File: src/rtl/core_bus_pkg.sv
// Shared definitions for the core bus decoder: default memory map, the
// response-tag index width, and the region-hit function.
package core_bus_pkg;

   localparam logic [31:0] INST_BASE   = 32'h0000_0000;
   localparam logic [31:0] DATA_BASE   = 32'hFFFF_0000;
   localparam logic [31:0] PERI_BASE   = 32'hFFFF_1000;
   localparam logic [31:0] PERI2_BASE  = 32'hFFFF_2000;
   localparam logic [31:0] REGION_LEN  = 32'h0000_1000;

   localparam logic [127:0] DEF_SLV_BASE = {PERI2_BASE, PERI_BASE, DATA_BASE, INST_BASE};
   localparam logic [127:0] DEF_SLV_LEN  = {4{REGION_LEN}};

   // Response tag is {err, idx}; idx needs at least one bit even for a single slave.
   function automatic int idx_width(input int num_slv);
      return (num_slv > 1) ? $clog2(num_slv) : 1;
   endfunction

   // Operands are zero-extended to 64 bits, so base+len never wraps for addresses up to 64 bits.
   function automatic logic region_hit(input logic [63:0] addr,
                                       input logic [63:0] base,
                                       input logic [63:0] len);
      logic [64:0] w_end;
      w_end = {1'b0, base} + {1'b0, len};
      return (len != 64'd0) && (addr >= base) && ({1'b0, addr} < w_end);
   endfunction

endpackage

File: src/rtl/core_bus_decoder_if.sv
// Bus bundle between the requesting core, the decoder and the slave regions.
// The master modport is the environment view (requester plus slaves); the slave modport is the decoder view.
interface core_bus_decoder_if #(
   parameter int NUM_SLV    = 4,
   parameter int ADDR_WIDTH = 32,
   parameter int DATA_WIDTH = 32,
   parameter int STRB_WIDTH = 4
);
   logic                          m_req_vld;
   logic                          m_req_rdy;
   logic [ADDR_WIDTH-1:0]         m_addr;
   logic [DATA_WIDTH-1:0]         m_wdata;
   logic [STRB_WIDTH-1:0]         m_wen;
   logic                          m_rsp_vld;
   logic [DATA_WIDTH-1:0]         m_rsp_rdata;
   logic                          m_rsp_err;

   logic [NUM_SLV-1:0]            s_req_vld;
   logic [NUM_SLV-1:0]            s_req_rdy;
   logic [ADDR_WIDTH-1:0]         s_addr;
   logic [DATA_WIDTH-1:0]         s_wdata;
   logic [STRB_WIDTH-1:0]         s_wen;
   logic [NUM_SLV-1:0]            s_rsp_vld;
   logic [NUM_SLV*DATA_WIDTH-1:0] s_rsp_rdata;

   modport master (
      output m_req_vld, m_addr, m_wdata, m_wen,
      input  m_req_rdy, m_rsp_vld, m_rsp_rdata, m_rsp_err,
      output s_req_rdy, s_rsp_vld, s_rsp_rdata,
      input  s_req_vld, s_addr, s_wdata, s_wen
   );

   modport slave (
      input  m_req_vld, m_addr, m_wdata, m_wen,
      output m_req_rdy, m_rsp_vld, m_rsp_rdata, m_rsp_err,
      input  s_req_rdy, s_rsp_vld, s_rsp_rdata,
      output s_req_vld, s_addr, s_wdata, s_wen
   );
endinterface

File: src/rtl/core_bus_outs_fifo.sv
// In-order tracker for outstanding requests: synchronous FIFO whose head is visible combinationally.
// Push is ignored when full and pop is ignored when empty.
module core_bus_outs_fifo #(
   parameter int WIDTH = 4,
   parameter int DEPTH = 4
) (
   input  logic             i_clk,
   input  logic             i_rst_n,
   input  logic             i_push,
   input  logic             i_pop,
   input  logic [WIDTH-1:0] i_din,
   output logic [WIDTH-1:0] o_head,
   output logic             o_full,
   output logic             o_empty
);
   localparam int PTR_W = $clog2(DEPTH);

   logic [WIDTH-1:0] r_mem [DEPTH];
   logic [PTR_W-1:0] r_wr_ptr;
   logic [PTR_W-1:0] r_rd_ptr;
   logic [PTR_W:0]   r_count;
   logic             w_do_push;
   logic             w_do_pop;

   assign o_full    = (r_count == (PTR_W+1)'(DEPTH));
   assign o_empty   = (r_count == '0);
   assign w_do_push = i_push & ~o_full;
   assign w_do_pop  = i_pop & ~o_empty;
   assign o_head    = r_mem[r_rd_ptr];

   always_ff @(posedge i_clk) begin
      if (w_do_push) r_mem[r_wr_ptr] <= i_din;
   end

   // Depth is a power of two, so the pointers wrap on their own.
   always_ff @(posedge i_clk or negedge i_rst_n) begin
      if (!i_rst_n) begin
         r_wr_ptr <= '0;
         r_rd_ptr <= '0;
         r_count  <= '0;
      end else begin
         if (w_do_push) r_wr_ptr <= r_wr_ptr + PTR_W'(1);
         if (w_do_pop)  r_rd_ptr <= r_rd_ptr + PTR_W'(1);
         case ({w_do_push, w_do_pop})
            2'b10:   r_count <= r_count + (PTR_W+1)'(1);
            2'b01:   r_count <= r_count - (PTR_W+1)'(1);
            default: r_count <= r_count;
         endcase
      end
   end
endmodule

File: src/rtl/core_bus_decoder.sv
// Address decoder routing one master port to NUM_SLV mapped regions, with in-order
// outstanding tracking, registered responses and decode-error completion for unmapped accesses.
module core_bus_decoder
   import core_bus_pkg::*;
#(
   parameter int NUM_SLV    = 4,
   parameter int ADDR_WIDTH = 32,
   parameter int DATA_WIDTH = 32,
   parameter int BYTE_WIDTH = 8,
   parameter int STRB_WIDTH = DATA_WIDTH / BYTE_WIDTH,
   parameter int MAX_OUTS   = 4,
   parameter logic [NUM_SLV*ADDR_WIDTH-1:0] SLV_BASE = DEF_SLV_BASE,
   parameter logic [NUM_SLV*ADDR_WIDTH-1:0] SLV_LEN  = DEF_SLV_LEN
) (
   input  logic              CLK,
   input  logic              RSTN,
   core_bus_decoder_if.slave bus,
   output logic              proto_err
);
   localparam int IDX_W = idx_width(NUM_SLV);

   typedef struct packed {
      logic             err;
      logic [IDX_W-1:0] idx;
   } tag_t;

   logic [NUM_SLV-1:0]    w_hits;
   logic                  w_hit;
   logic [IDX_W-1:0]      w_sel;
   logic                  w_full;
   logic                  w_empty;
   logic                  w_rdy;
   logic                  w_push;
   logic                  w_pop;
   tag_t                  w_push_tag;
   tag_t                  w_head;
   logic [NUM_SLV-1:0]    w_s_req_vld;
   logic [NUM_SLV-1:0]    w_expect_mask;
   logic [DATA_WIDTH-1:0] w_slv_rdata;

   logic                  r_rsp_vld;
   logic                  r_rsp_err;
   logic [DATA_WIDTH-1:0] r_rsp_rdata;
   logic                  r_proto_err;

   for (genvar gi = 0; gi < NUM_SLV; gi++) begin : g_hit
      assign w_hits[gi] = region_hit(64'(bus.m_addr),
                                     64'(SLV_BASE[gi*ADDR_WIDTH +: ADDR_WIDTH]),
                                     64'(SLV_LEN[gi*ADDR_WIDTH +: ADDR_WIDTH]));
   end

   // Scan downwards so the lowest matching index wins on overlapping regions.
   always_comb begin
      w_sel = '0;
      for (int i = NUM_SLV - 1; i >= 0; i--) begin
         if (w_hits[i]) w_sel = IDX_W'(i);
      end
   end

   assign w_hit = |w_hits;

   always_comb begin
      w_s_req_vld = '0;
      if (w_hit) w_s_req_vld[w_sel] = bus.m_req_vld & ~w_full;
   end

   assign w_rdy           = ~w_full & (w_hit ? bus.s_req_rdy[w_sel] : 1'b1);
   assign w_push          = bus.m_req_vld & w_rdy;
   assign w_push_tag      = {~w_hit, w_sel};

   assign bus.s_req_vld   = w_s_req_vld;
   assign bus.s_addr      = w_hit ? bus.m_addr  : '0;
   assign bus.s_wdata     = w_hit ? bus.m_wdata : '0;
   assign bus.s_wen       = w_hit ? bus.m_wen   : '0;
   assign bus.m_req_rdy   = w_rdy;

   core_bus_outs_fifo #(
      .WIDTH ($bits(tag_t)),
      .DEPTH (MAX_OUTS)
   ) u_outs_fifo (
      .i_clk   (CLK),
      .i_rst_n (RSTN),
      .i_push  (w_push),
      .i_pop   (w_pop),
      .i_din   (w_push_tag),
      .o_head  (w_head),
      .o_full  (w_full),
      .o_empty (w_empty)
   );

   // Only the slave owning a live, mapped head entry may respond; anything else is a protocol error.
   always_comb begin
      w_expect_mask = '0;
      if (!w_empty && !w_head.err) w_expect_mask[w_head.idx] = 1'b1;
   end

   assign w_pop       = ~w_empty & (w_head.err | bus.s_rsp_vld[w_head.idx]);
   assign w_slv_rdata = bus.s_rsp_rdata[int'(w_head.idx)*DATA_WIDTH +: DATA_WIDTH];

   always_ff @(posedge CLK or negedge RSTN) begin
      if (!RSTN) begin
         r_rsp_vld   <= 1'b0;
         r_rsp_err   <= 1'b0;
         r_rsp_rdata <= '0;
         r_proto_err <= 1'b0;
      end else begin
         r_rsp_vld <= w_pop;
         if (w_pop) begin
            r_rsp_err   <= w_head.err;
            r_rsp_rdata <= w_head.err ? '0 : w_slv_rdata;
         end
         if (|(bus.s_rsp_vld & ~w_expect_mask)) r_proto_err <= 1'b1;
      end
   end

   assign bus.m_rsp_vld   = r_rsp_vld;
   assign bus.m_rsp_err   = r_rsp_err;
   assign bus.m_rsp_rdata = r_rsp_rdata;
   assign proto_err       = r_proto_err;
endmodule

File: src/flat_wrapper.sv
// flat-port wrapper written by rule: the top's interface ports become plain ports
module core_bus_decoder_flat import core_bus_pkg::*;
#(
   parameter int NUM_SLV    = 4,
   parameter int ADDR_WIDTH = 32,
   parameter int DATA_WIDTH = 32,
   parameter int BYTE_WIDTH = 8,
   parameter int STRB_WIDTH = DATA_WIDTH / BYTE_WIDTH,
   parameter int MAX_OUTS   = 4,
   parameter logic [NUM_SLV*ADDR_WIDTH-1:0] SLV_BASE = DEF_SLV_BASE,
   parameter logic [NUM_SLV*ADDR_WIDTH-1:0] SLV_LEN  = DEF_SLV_LEN
)
  (CLK, RSTN, proto_err, bus_m_req_vld, bus_m_addr, bus_m_wdata, bus_m_wen, bus_m_req_rdy, bus_m_rsp_vld, bus_m_rsp_rdata, bus_m_rsp_err, bus_s_req_rdy, bus_s_rsp_vld, bus_s_rsp_rdata, bus_s_req_vld, bus_s_addr, bus_s_wdata, bus_s_wen);
  core_bus_decoder_if #(.NUM_SLV(NUM_SLV), .ADDR_WIDTH(ADDR_WIDTH), .DATA_WIDTH(DATA_WIDTH), .STRB_WIDTH(STRB_WIDTH)) bus_i ();
  input  logic CLK;
  input  logic RSTN;
  output logic proto_err;
  input wire logic [$bits(bus_i.m_req_vld)-1:0] bus_m_req_vld;
  input wire logic [$bits(bus_i.m_addr)-1:0] bus_m_addr;
  input wire logic [$bits(bus_i.m_wdata)-1:0] bus_m_wdata;
  input wire logic [$bits(bus_i.m_wen)-1:0] bus_m_wen;
  output wire logic [$bits(bus_i.m_req_rdy)-1:0] bus_m_req_rdy;
  output wire logic [$bits(bus_i.m_rsp_vld)-1:0] bus_m_rsp_vld;
  output wire logic [$bits(bus_i.m_rsp_rdata)-1:0] bus_m_rsp_rdata;
  output wire logic [$bits(bus_i.m_rsp_err)-1:0] bus_m_rsp_err;
  input wire logic [$bits(bus_i.s_req_rdy)-1:0] bus_s_req_rdy;
  input wire logic [$bits(bus_i.s_rsp_vld)-1:0] bus_s_rsp_vld;
  input wire logic [$bits(bus_i.s_rsp_rdata)-1:0] bus_s_rsp_rdata;
  output wire logic [$bits(bus_i.s_req_vld)-1:0] bus_s_req_vld;
  output wire logic [$bits(bus_i.s_addr)-1:0] bus_s_addr;
  output wire logic [$bits(bus_i.s_wdata)-1:0] bus_s_wdata;
  output wire logic [$bits(bus_i.s_wen)-1:0] bus_s_wen;
  assign bus_i.m_req_vld = bus_m_req_vld;
  assign bus_i.m_addr = bus_m_addr;
  assign bus_i.m_wdata = bus_m_wdata;
  assign bus_i.m_wen = bus_m_wen;
  assign bus_m_req_rdy = bus_i.m_req_rdy;
  assign bus_m_rsp_vld = bus_i.m_rsp_vld;
  assign bus_m_rsp_rdata = bus_i.m_rsp_rdata;
  assign bus_m_rsp_err = bus_i.m_rsp_err;
  assign bus_i.s_req_rdy = bus_s_req_rdy;
  assign bus_i.s_rsp_vld = bus_s_rsp_vld;
  assign bus_i.s_rsp_rdata = bus_s_rsp_rdata;
  assign bus_s_req_vld = bus_i.s_req_vld;
  assign bus_s_addr = bus_i.s_addr;
  assign bus_s_wdata = bus_i.s_wdata;
  assign bus_s_wen = bus_i.s_wen;
  core_bus_decoder #(.NUM_SLV(NUM_SLV), .ADDR_WIDTH(ADDR_WIDTH), .DATA_WIDTH(DATA_WIDTH), .BYTE_WIDTH(BYTE_WIDTH), .STRB_WIDTH(STRB_WIDTH), .MAX_OUTS(MAX_OUTS), .SLV_BASE(SLV_BASE), .SLV_LEN(SLV_LEN)) u_core (.CLK(CLK), .RSTN(RSTN), .bus(bus_i), .proto_err(proto_err));
endmodule
File: config.mk
export PLATFORM = sky130hd
export DESIGN_NAME = core_bus_decoder_flat
export DESIGN_NICKNAME = d
export VERILOG_FILES = /design/src/rtl/core_bus_pkg.sv /design/src/rtl/core_bus_decoder_if.sv /design/src/rtl/core_bus_outs_fifo.sv /design/src/rtl/core_bus_decoder.sv /design/src/flat_wrapper.sv
export SDC_FILE = /design/constraint.sdc
export NUM_CORES = 1
export LEC_CHECK = 0
export CAP_MARGIN = 20
export CORE_AREA = 2 2 121 123
export CTS_CLUSTER_SIZE = 10
export DETAILED_ROUTE_END_ITERATION = 16
export DIE_AREA = 0 0 123 125
export GPL_ROUTABILITY_DRIVEN = 0
export PLACE_DENSITY = 0.69
export SETUP_SLACK_MARGIN = 0.05
export SLEW_MARGIN = 30
export SYNTH_ARGS = -nofsm -noshare
export SYNTH_HDL_FRONTEND = slang
export SYNTH_SLANG_ARGS = --single-unit
File: constraint.sdc
create_clock -name CLK -period 3.72 [get_ports CLK]
set_input_delay 0.372 -clock CLK [delete_from_list [all_inputs] [get_ports CLK]]
set_output_delay 0.372 -clock CLK [all_outputs]
set_load 0.05 [all_outputs]
Word-level counts from Yosys, hierarchy flattened

Memories as Yosys holds them, arrays and structs flattened.
Cells that the tools add are included.

Register bits: 42
Bits in writable memories: 12
Output and inout port bits: 108
Memories kept: 1

Memories:

| memory                   | depth | bits a word | read ports | clocked after Yosys merged registers in | write ports | line                     | source |
|---|---|---|---|---|---|---|---|
| u_core.u_outs_fifo.r_mem | 4     | 3           | 1          | 0                                       | 1           | core_bus_outs_fifo.sv:18 | `logic [WIDTH-1:0] r_mem [DEPTH];` |

Add/subtract/negate cells: 4
Magnitude comparators: 11
Equality and inequality tests: 3
Shifts and indexed selects: 1
Muxes and demuxes: 22
Bitwise operators: 13
Reductions and logical operators: 12

Operators with widths:

| kind                                                                           | number |
|---|---|
| 128-bit by 8-bit variable part select with 32-bit output                       | 1 |
| 32-bit >= comparator, second input constant                                    | 3 |
| 32-bit less-than comparator, second input constant                             | 3 |
| 32-bit 2-to-1 mux                                                              | 3 |
| 32-bit by 13-bit less-than comparator with 1-bit output, second input constant | 1 |
| 4-bit 2-to-1 mux                                                               | 3 |
| 4-bit AND                                                                      | 2 |
| 2-bit 2-to-1 mux                                                               | 4 |
| 4-bit OR reduction                                                             | 2 |
| 1-bit 2-to-1 mux                                                               | 7 |
| 1-bit AND                                                                      | 6 |
| 1-bit logical AND                                                              | 6 |
| 2-bit by 3-bit less-than comparator with 1-bit output, second input constant   | 2 |
| 3-bit case mux with 2 select lines                                             | 1 |
| 2-bit by 1-bit adder with 2-bit output, second input constant                  | 2 |
| 1-bit binary-select mux with 2-bit select                                      | 2 |
| 1-bit demux with 2-bit select                                                  | 2 |
| 2-bit by 1-bit >= comparator with 1-bit output, second input constant          | 2 |
| 4-bit inverter                                                                 | 1 |
| 3-bit by 1-bit adder with 3-bit output, second input constant                  | 1 |
| 3-bit == test, second input constant                                           | 1 |
| 3-bit logical NOT                                                              | 1 |
| 1-bit inverter                                                                 | 3 |
| 3-bit by 1-bit subtractor with 3-bit output, second input constant             | 1 |
| 5 further kinds                                                                | 6 |

Logic depth before layout (Yosys ltp)

Word-level depth: 14
Mapped depth: 13

Hierarchy

Synthesis repeated with hierarchy kept, for this count alone.

Cell total of the unflattened synthesis: 292
Area total of the unflattened synthesis: 3,651.0 sq um

By module, submodules not included:

| module             | times used | cells each | area an instance (sq um) | seq. area each (sq um) |
|---|---|---|---|---|
| core_bus_decoder   | 1          | 239        | 2,776.4                  | 875.8 |
| core_bus_outs_fifo | 1          | 53         | 874.6                    | 535.5 |

Worst setup path after synthesis

OpenSTA, ideal clock, no wires.

Path type: input port to output port
From: input bus_m_addr[24]
To: output bus_s_addr[0]
Arrival: 2.867 ns
Required time: 3.348 ns
Setup slack: 0.481 ns
Cell stages on the path: 8
Buffers on the path: 3
Cells stage by stage: nand4_1 -> or3_1 -> buf_2 -> a211oi_4 -> nor2_1 -> buf_2 -> buf_1 -> nor2b_1

Cells in the longest elaborated chain, start to end: 4
Elaborated cells on any way between the ends: 12
Those cells by class: order compare (7); mux (1); reduce/logical (4)

Ends and longest elaborated chain:

| what                                                                | line                   | source |
|---|---|---|
| from (decl)                                                         | flat_wrapper.sv:19     | `input wire logic [$bits(bus_i.m_addr)-1:0] bus_m_addr;` |
| 32-bit >= comparator or 32-bit less-than comparator (tied branches) | core_bus_pkg.sv:25     | `return (len != 64'd0) && (addr >= base) && ({1'b0, addr} < w_end);` |
| 1-bit logical AND                                                   | core_bus_pkg.sv:25     |  |
| 4-bit OR reduction (*)                                              | core_bus_decoder.sv:60 | `assign w_hit = \|w_hits;` |
| 32-bit 2-to-1 mux (*)                                               | core_bus_decoder.sv:72 | `assign bus.s_addr = w_hit ? bus.m_addr : '0;` |
| to (decl)                                                           | flat_wrapper.sv:30     | `output wire logic [$bits(bus_i.s_addr)-1:0] bus_s_addr;` |

Every way passes the cells marked *; elsewhere a longest branch is shown, timed or not.

Worst setup path in the final report

From: input bus_m_addr[27]
To: output bus_s_addr[20]

Same word-level chain as after synthesis.

==> run metrics <==
status complete, no violations; grt total ovfl 0; CTS Buf Count 5; Worst-Skew Late Latency 0.29 ns; synthesized area per cell 12.1 um2; combinational family with the most area after synthesis multiplexers; Ys Warns 0; first-pass GRT wire length 22.7 mm; final wirelength 15.3 mm; hold buffers post-CTS 0; Core Area 14200 um2; CTS Sinks 54; Hold WC Path Type in -> async; Tightest Pin Transition 0.604 ns; crit path kind in -> out; adder-cell share of the synthesized area 0.0218; Layout Skew 0.00886 ns; TritonCTS clock tree yes; RR Endpoint u_core.u_outs_fifo.r_count[2]$_DFFE_PN0P_; Rows 44; Pwr per Cell Area 453 nW/um2; Crit Path Max Fanout 17; Initial Util 0.267; I/O pin count 315; largest net degree at the start of global routing 43; Final Setup Violations 0; post-synthesis compound-gate area fraction 0.139; hpwl dp 12.5 mm; final hold vios 0; area delta synth->final 103%; Yosys top cell by area dfrtp_1; Critical Path, Cell by Cell clkdlybuf4s50_1 -> nand4_1 -> or3_1 -> buf_4 -> a211oi_1 -> clkdlybuf4s50_1; port buffer count 312; Residual DRC 0; Top cell by count, worst path clkdlybuf4s50_1; Synth cell types 48; reported leakage power 2.90 nW; Synth area leaders dfrtp_1, mux4_2, edfxtp_1; Stages on worst setup path 6; Post-Synth XOR/XNOR Area 0.0116; Period minus WS final 3.19 ns; Post-Syn Area 3790 um2; GRT Total Usage 0.193; worst path required time 3.35 ns; Pins Over Slew Limit 0; Vias 3932; worst hold slack 0.0621 ns; share of cells above drive strength 1 0.182; vias in the first global route 4207; Clock Path Buffers 2; ANT cells 0; root buffer cell clkbuf_16; cell count after synthesis 313; H-tree depth 2; register area share after synthesis 0.373; Final Util 0.542; FFs w/ async S/R, synth 0.778; Resize count post-CTS 0; pre-CTS WS 0.400 ns; critical path's largest stage delay 0.85 ns; simple-gate portion of the synthesized area 0.169; post-synth top area share 0.278; mux contribution to synthesized area 0.230; Post-synth EDFFs 12; RSZ-0062 raised after global routing no; Max Clk Rate 0.314 GHz; setup TNS 0 ns; Register-to-Register Path Depth 11; Buf+Inv Stages, Crit Path 3; Routed Antenna Nets 0; initial antenna violation count 0; clock-pin slew on the worst setup and hold paths 0.07 ns; Final Cycle Share 0.857; Net count, final 827; Post-CTS Repair Setup Buffers 0; drt first pass iters 4; final worst slack 0.532 ns; ys flop type dfrtp_1; DIE AREA 15400 um2; CP top delay family buffers and inverters; routed length per instance 19.2 um; worst reg-to-reg setup slack 0.57 ns; Die W 123 um; Die H 125 um; max-cap viol count 0; Worst VDD drop 285 uV; vias per inst 4.92; crit path launch type input port; Critical Path End Type output port; Critical Path AT 2.82 ns; Worst R2R Start u_core.u_outs_fifo.r_rd_ptr[0]$_DFFE_PN0P_; Crit-path slowest cell clkdlybuf4s50_1; Overall Power 0.00349 W; worst rel slew slack 0.594; commonest non-fill, non-tap cell in the layout clkdlybuf4s50_1; most frequent cells in the layout clkdlybuf4s50_1, buf_12, nor2b_1; Initial DRC Count 137; #FFs+latches synth 54
-- per-stage QoR --
| stage | std cells | area, um2 |
|---|---|---|
| finish | 799 | 7700 |
| detailed placement | 791 | 7560 |
| global placement | 790 | 7530 |
| CTS | 799 | 7700 |
| global route | 799 | 7700 |
| floorplan | 314 | 3790 |
-- how the worst max path moves through the flow --
stage                                                     from                                        end  slack (ns)
floorplan                                       bus_m_addr[24]                              bus_s_addr[0]        0.48
global placement                                bus_m_addr[18]  u_core.u_outs_fifo.r_count[2]$_DFFE_PN0P_        0.43
detailed placement                              bus_m_addr[19]  u_core.u_outs_fifo.r_count[2]$_DFFE_PN0P_        0.40
CTS                 u_core.u_outs_fifo.r_rd_ptr[0]$_DFFE_PN0P_  u_core.u_outs_fifo.r_count[2]$_DFFE_PN0P_        0.52
global route        u_core.u_outs_fifo.r_rd_ptr[0]$_DFFE_PN0P_  u_core.u_outs_fifo.r_count[2]$_DFFE_PN0P_        0.33
finish                                          bus_m_addr[27]                             bus_s_addr[20]        0.53
-- layout make-up --
cell class	instances	area, um2
Sequential cell	54	1410
Tap cell	184	230
Multi-Input combinational cell	220	2180
Fill cell	1224	6500
Clock buffer	6	129
Timing Repair Buffer	323	3700
Clock inverter	2	13.8
Inverter	10	37.5
-- flip-flops by register name, summed over array words and instances, names as in the netlist --
register and flops:
u_core.proto_err 1, u_core.bus.m_rsp_err 1, u_core.u_outs_fifo.r_mem 12, u_core.u_outs_fifo.r_count 3
u_core.bus.m_rsp_vld 1, u_core.u_outs_fifo.r_rd_ptr 2, u_core.u_outs_fifo.r_wr_ptr 2, u_core.bus.m_rsp_rdata 32
-- routing by layer --
metal / GRT usage / wire length (um)
met5: 0 / 0
met4: 0.0374 / 140
met3: 0.0771 / 1790
met2: 0.379 / 8270
met1: 0.185 / 5110
-- synth_stat cells, types with 4 or more instances --
library cell and number:
a211oi_1 17, nor2b_1 48, ha_1 5, buf_6 5
dfrtp_1 42, nor3b_1 4, nor2_1 7, nand2_1 5
nor4_1 5, mux4_2 28, nand4_1 5, nor3_1 5
mux4_1 7, mux2i_1 4, clkbuf_1 13, inv_1 9
buf_2 8, or3_1 4, a22o_1 32, edfxtp_1 12
nand2b_1 4
-- report_power, final --
part	internal [W]	switching [W]	total [W]
sequential	0.000768	0.000102	0.000870
clock	0.000250	0.000208	0.000459
combinational	0.00104	0.00112	0.00216
total	0.00206	0.00143	0.00349
-- worst register-to-register path, stage by stage (launching register included) --
cell and delay, ns:
dfrtp_1 0.49, mux4_2 0.62, mux2i_1 0.15, mux2_4 0.30, a21o_4 0.35, inv_2 0.15
ha_1 0.18, inv_1 0.06, fa_1 0.38, xor2_1 0.15, nor2_1 0.11, xor2_1 0.14
-- kinds of logic (layout without fill, tap and decap cells) --
family,after synthesis,count (layout)
other,1,2
DFF,54,54
adders and majority gates,6,6
and+or+nand+nor,105,105
muxes,40,40
xor gates and xnor gates,5,5
AOI/OAI and AO/OA,62,62
buffers and inverters,40,341
Power figures use the tool's default switching activity.
